File: src/rtl/cnn_layer_seq.sv
// Pixel/channel/phase sequencer for the conv/pool datapath: one PE request per pixel, then a step pulse.
// Optional REQ stall watchdog is compiled in with `define STALL_TIMEOUT_EN.
module cnn_layer_seq #(
    parameter int IMG_W   = 8,
    parameter int IMG_H   = 8,
    parameter int NUM_CH  = 4,
    parameter int CW      = 4,
    parameter int PW      = 7,
    parameter int CHW     = 2,
    parameter int TIMEOUT = 255
) (
    input  logic           clk,
    input  logic           rst,
    input  logic           start,
    input  logic           abort,
    input  logic           pe_ack,
    output logic           pe_req,
    output logic           pixel_en,
    output logic           conv_pool,
    output logic [CW-1:0]  row,
    output logic [CW-1:0]  col,
    output logic [CHW-1:0] ch,
    output logic [PW-1:0]  pixel,
    output logic           busy,
    output logic           done,
    output logic           err
);

    typedef enum logic [1:0] {S_IDLE, S_REQ, S_STEP, S_DONE} state_t;

    localparam logic [CW-1:0]  IMG_W_C = CW'(IMG_W);
    localparam logic [CW-1:0]  IMG_H_C = CW'(IMG_H);
    localparam logic [CHW-1:0] CH_LAST = CHW'(NUM_CH - 1);
    localparam logic [PW-1:0]  IMG_W_P = PW'(IMG_W);

    state_t state, state_nxt;
    logic   last_pixel;
    logic   timeout_hit;
    logic   cancel;

    assign last_pixel = (col == IMG_W_C) && (row == IMG_H_C) && (ch == CH_LAST) && conv_pool;
    assign cancel     = abort && (state != S_IDLE);

`ifdef STALL_TIMEOUT_EN
    logic [7:0] wait_cnt;
    logic       err_q;

    // Counts consecutive un-acked REQ cycles; leaving REQ clears it so every request starts fresh.
    always_ff @(posedge clk) begin
        if (rst || state != S_REQ)
            wait_cnt <= 8'd0;
        else if (!pe_ack)
            wait_cnt <= wait_cnt + 8'd1;
    end

    assign timeout_hit = (state == S_REQ) && !pe_ack && (wait_cnt == 8'(TIMEOUT - 1));

    always_ff @(posedge clk) begin
        if (rst)
            err_q <= 1'b0;
        else
            err_q <= timeout_hit && !abort;
    end

    assign err = err_q;
`else
    // Without the watchdog a request waits forever.
    assign timeout_hit = (TIMEOUT < 0);
    assign err         = 1'b0;
`endif

    always_ff @(posedge clk) begin
        if (rst)
            state <= S_IDLE;
        else
            state <= state_nxt;
    end

    always_comb begin
        state_nxt = state;
        case (state)
            S_IDLE: if (start) state_nxt = S_REQ;
            S_REQ: begin
                if (pe_ack)
                    state_nxt = S_STEP;
                else if (timeout_hit)
                    state_nxt = S_IDLE;
            end
            S_STEP: state_nxt = last_pixel ? S_DONE : S_REQ;
            S_DONE: state_nxt = S_IDLE;
            default: state_nxt = S_IDLE;
        endcase
        if (cancel)
            state_nxt = S_IDLE;
    end

    // Raster advance: col, then row, then channel, then phase; pool completion wraps everything.
    always_ff @(posedge clk) begin
        if (rst || cancel || timeout_hit || (state == S_IDLE && start)) begin
            row       <= CW'(1);
            col       <= CW'(1);
            ch        <= '0;
            conv_pool <= 1'b0;
        end else if (state == S_STEP) begin
            if (col < IMG_W_C) begin
                col <= col + CW'(1);
            end else if (row < IMG_H_C) begin
                col <= CW'(1);
                row <= row + CW'(1);
            end else if (ch < CH_LAST) begin
                col <= CW'(1);
                row <= CW'(1);
                ch  <= ch + CHW'(1);
            end else begin
                col       <= CW'(1);
                row       <= CW'(1);
                ch        <= '0;
                conv_pool <= !conv_pool;
            end
        end
    end

    assign pe_req   = (state == S_REQ);
    assign pixel_en = (state == S_STEP);
    assign busy     = (state == S_REQ) || (state == S_STEP);
    assign done     = (state == S_DONE);
    assign pixel    = (PW'(row) - PW'(1)) * IMG_W_P + PW'(col);

endmodule

File: config.mk
export PLATFORM = sky130hd
export DESIGN_NAME = cnn_layer_seq
export DESIGN_NICKNAME = d
export VERILOG_FILES = /design/src/rtl/cnn_layer_seq.sv
export SDC_FILE = /design/constraint.sdc
export NUM_CORES = 1
export LEC_CHECK = 0
export CAP_MARGIN = 20
export CORE_MARGIN = 4
export CORE_UTILIZATION = 49
export DETAILED_ROUTE_END_ITERATION = 7
export PLACE_DENSITY = 0.84
export SLEW_MARGIN = 10
export SYNTH_ARGS = -nofsm -noshare
export SYNTH_HDL_FRONTEND = slang
export SYNTH_SLANG_ARGS = --single-unit
File: constraint.sdc
create_clock -name clk -period 2.3 [get_ports clk]
set_input_delay 0.345 -clock clk [delete_from_list [all_inputs] [get_ports clk]]
set_output_delay 0.345 -clock clk [all_outputs]
set_load 0.01 [all_outputs]
[Word-level counts from Yosys, hierarchy flattened]
Index checks and enable logic that the tools add are counted.
Word-level totals
  register bits after elaboration: 13
  bits of input ports: 5
  output and inout port bits: 23
  logic and storage cells: 47
Cells by class
  add/subtract/negate cells: 5
  magnitude comparators: 3
  eq/ne operators: 8
  mux-type cells: 7
  bitwise gates (word level): 3
  reductions and logical operators: 16
Operators with widths (number)
  4-bit by 1-bit adder with 4-bit output, second input constant: 2
  4-bit == test, second input constant: 2
  4-bit less-than comparator, second input constant: 2
  2-bit two-way mux: 4
  4-bit two-way mux: 2
  2-bit one-hot mux with 4 select lines: 1
  7-bit by 4-bit adder with 7-bit output: 1
  2-bit == test, second input constant: 3
  1-bit logical AND: 5
  2-bit inequality test, second input constant: 2
  2-bit AND reduction: 2
  4-bit AND reduction: 1
  4-bit by 1-bit subtractor with 4-bit output, second input constant: 1
  1-bit logical OR: 3
  1-bit NOT: 3
  3-bit AND reduction: 1
  2-bit by 1-bit adder with 2-bit output, second input constant: 1
  2-bit by 1-bit == test with 1-bit output, second input constant: 1
  2-bit zero test: 1
  2-bit less-than comparator, second input constant: 1
  2-bit nonzero test: 1
  2-bit OR reduction: 1
  1-bit zero test: 1

[Logic depth before layout (Yosys ltp)]
  word-level depth: 6
  depth in mapped cells: 8
  gate-level depth less buffers: 6

[Worst setup path before layout]
No wires, ideal clock.
  path kind: register to output
  from: reg row[0]
  to: out pixel[6]
  arrival: 1.484 ns
  required time: 1.955 ns
  setup slack: 0.471 ns
  cell stages (with the launch flop): 7
  buffers on the path: 0
  cell sequence: dfxtp_1 inv_1 ha_1 nand3b_1 xnor2_1 o21ai_0 xnor2_1
On the way
  longest elaborated chain between the ends: 2
RTL lines
  from (decl): line 20  | output logic [CW-1:0] row,
  from (signal assigned): line 109  | row <= row + CW'(1);
  4-bit by 1-bit subtractor with 4-bit output: line 127  | assign pixel = (PW'(row) - PW'(1)) * IMG_W_P + PW'(col);
  7-bit by 4-bit adder with 7-bit output: line 127
  to (decl): line 23  | output logic [PW-1:0] pixel,
No other way between the ends.

[Worst setup path in the final report]
  from: reg state[0]
  to: out pixel_en
On the way
  longest elaborated chain between the ends: 1
RTL lines
  from (decl): line 36  | state_t state, state_nxt;
  from (signal assigned): line 76  | state <= state_nxt;
  2-bit == test: line 124  | assign pixel_en = (state == S_STEP);
  to (decl): line 18  | output logic pixel_en,
No other way between the ends.

==> results.sh <==
export IMPL_p_per_area_nw_per_um2=550
export IMPL_routed_wl_mm=1.90
export IMPL_cap_violations=0
export IMPL_numPortBuffers=26
export IMPL_ys_warnings_count=0
export IMPL_routed_via_density=4.93
export IMPL_dpl_cell_area_sq_um=1140
export IMPL_drive_above_1_share=0.102
export IMPL_postSynthCellCount=104
export IMPL_start_util=0.517
export IMPL_die_height_microns=50.7
export IMPL_final_cell_area_sq_um=1160
export IMPL_fin_nets=147
export IMPL_hold_viol=0
export IMPL_min_path_type="register to register"
export IMPL_period_share=0.914
export IMPL_synthArstFlopShare=0
export IMPL_arrival_ps=1760
export IMPL_grt_total_usage=0.176
export IMPL_synth_edf_count=0
export IMPL_die_width_microns=50.7
export IMPL_finalClockSkew_ps=0.930
export IMPL_synth_top_area_frac=0.291
export IMPL_worst_setup_path_start_kind="register"
export IMPL_power_leakage_nw=0.503
export IMPL_fmax_mhz=476
export IMPL_drt_iter0_drc=13
export IMPL_synth_area_leader_cell="dfxtp_1"
export IMPL_num_io_pins=28
export IMPL_antenna_left=0
export IMPL_htreeDepth=1
export IMPL_dr_pass1_iters=4
export IMPL_synth_area_sq_um=893
export IMPL_slowest_delay_ps=610
export IMPL_synth_nets=122
export IMPL_outcome="complete, no violations"
export IMPL_synth_yosys_seq_area_share=0.291
export IMPL_antenna_cells=0
export IMPL_clk_latency_ps=280
export IMPL_synth_commonest_cells="dfxtp_1 (13), ha_1 (13), inv_1 (9), nand2_1 (8), nor2_1 (7)"
export IMPL_dieArea_sq_um=2570
export IMPL_fp_coreArea_sq_um=1730
export IMPL_crit_slowest_cell="clkdlybuf4s50_1"
export IMPL_cts_root_buffer="clkbuf_4"
export IMPL_finalSetupViolations=0
export IMPL_synth_ff_type="dfxtp_1"
export IMPL_cts_setup_buffers=0
export IMPL_crit_type="register to primary output"
export IMPL_syn_area_per_cell_sq_um=8.59
export IMPL_holdBufCountCts=0
export IMPL_cts_buffer_depth=2
export IMPL_yosysUniqueCellTypes=30
export IMPL_grt_max_degree=12
export IMPL_route_detailed_drc=0
export IMPL_fin_tns_setup_ps=0
export IMPL_synth_seq_cells=13
export IMPL_gp_congestion=0.818
export IMPL_crit_chain="inv_1 > ha_1 > clkdlybuf4s50_1"
export IMPL_cts_sinks=13
export IMPL_crit_path_end_kind="primary output"
export IMPL_grt_pass1_vias=804
export IMPL_rsz0062_at_grt="false"
export IMPL_vias=755
export IMPL_drv_slew=0
export IMPL_critPathRequiredTime_ps=1960
export IMPL_row_count=15
export IMPL_worstPathMaxFanout=11
export IMPL_total_power_uw=638
export IMPL_cts_buffers=3
export IMPL_antenna_found_initial=0
export IMPL_area_delta_synth_final_pct=29.8
export IMPL_dp_hpwl_mm=1.46
export IMPL_wire_per_inst_microns=12.4
export IMPL_cts_clk_slew_worst_paths_ps=80
export IMPL_synthTopCellsByArea="dfxtp_1 (29%), ha_1 (18%), buf_4 (4.2%), xnor2_1 (3.9%), inv_1 (3.8%)"
export IMPL_fin_crit_ps=2100
export IMPL_cts_tree="done"
export IMPL_fill_cells=151
export IMPL_grt_overflow=0
export IMPL_ir_worst_vdd_uv=280
export IMPL_grt_pass1_wl_mm=3.44
## logic make-up after synthesis
family                   share of synthesized area
buffers and inverters                        0.113
other                                      0.00420
XOR/XNOR                                    0.0588
AO/OA/AOI/OAI                                0.119
multiplexers                                0.0112
AND/OR/NAND/NOR                              0.220
adder cells (fa/ha/maj)                      0.182
flip-flops                                   0.291
## registers in the layout (all words and copies together) (netlist names)
signal / flops
col: 4
row: 4
ch: 2
state: 2
conv_pool: 1
## path summary, 6_finish.rpt
| kind | from | to | slack [ps] | depth (start not counted) |
|---|---|---|---|---|
| max | state[0] | pixel_en | 200 | 3 |
| min | ch[1] | ch[1] | 490 | 2 |
| max reg2reg | state[0] | state[1] | 530 | 6 |
| min reg2reg | ch[1] | ch[1] | 490 | 2 |
## where the power goes
group          internal, mW  leakage (nW)  switching, mW
clock                0.0646        0.0177         0.0819
sequential            0.240         0.105         0.0177
combinational         0.113         0.380          0.120
## cell usage in the layout (no fill, tap or decap), types with 3 or more instances in the layout
cell,count
clkbuf_4,3
nand2_1,8
ha_1,13
nor2_1,7
buf_4,3
a21oi_1,5
xnor2_1,4
inv_1,9
dfxtp_1,13
nor3_1,4
nand3b_1,3
a21o_1,3
clkdlybuf4s50_1,23
nand2b_1,4
o21ai_0,3
## final cells by class
class / instances / area, sq um / area share
timing repair buffer: 29 / 275 / 0.237
tap: 25 / 31.3 / 0.0270
multi-input combinational: 73 / 532 / 0.458
inverter: 9 / 33.8 / 0.0291
clock inverter: 1 / 5.00 / 0.00432
sequential: 13 / 260 / 0.224
clock buffer: 3 / 22.5 / 0.0194
## critical path: cells and delay by family (launching register included)
kind / cells / cell delay, ps
fa+ha+maj: 1 / 380
buf+inv: 2 / 760
flops: 1 / 340
## layer usage
layer,up-vias,GRT usage,wire length [microns],part of all wire
met5,-,0,0,0
met4,0,0.0987,54,0.028
met3,4,0.0356,79,0.042
met2,23,0.300,914,0.48
met1,343,0.202,848,0.45
li1,385,-,-,-
## repair_timing
| action | in CTS | in global routing |
|---|---|---|
| endpoints found under the setup margin | 2 | 3 |
| cloned | 0 | 0 |
| gates resized for setup | 2 | 6 |
## per-stage QoR
step / hold slack [ps] / utilization / cells / setup slack (ps)
floorplan: 496 / - / 104 / 471
global placement: 462 / 0.660 / 149 / 119
detailed placement: 481 / 0.660 / 149 / 71.6
CTS: 494 / 0.675 / 153 / 6.48
global route: 522 / 0.672 / 153 / 74.6
finish: 490 / 0.672 / 153 / 197
Note: power is estimated with default switching activity, not from simulation.
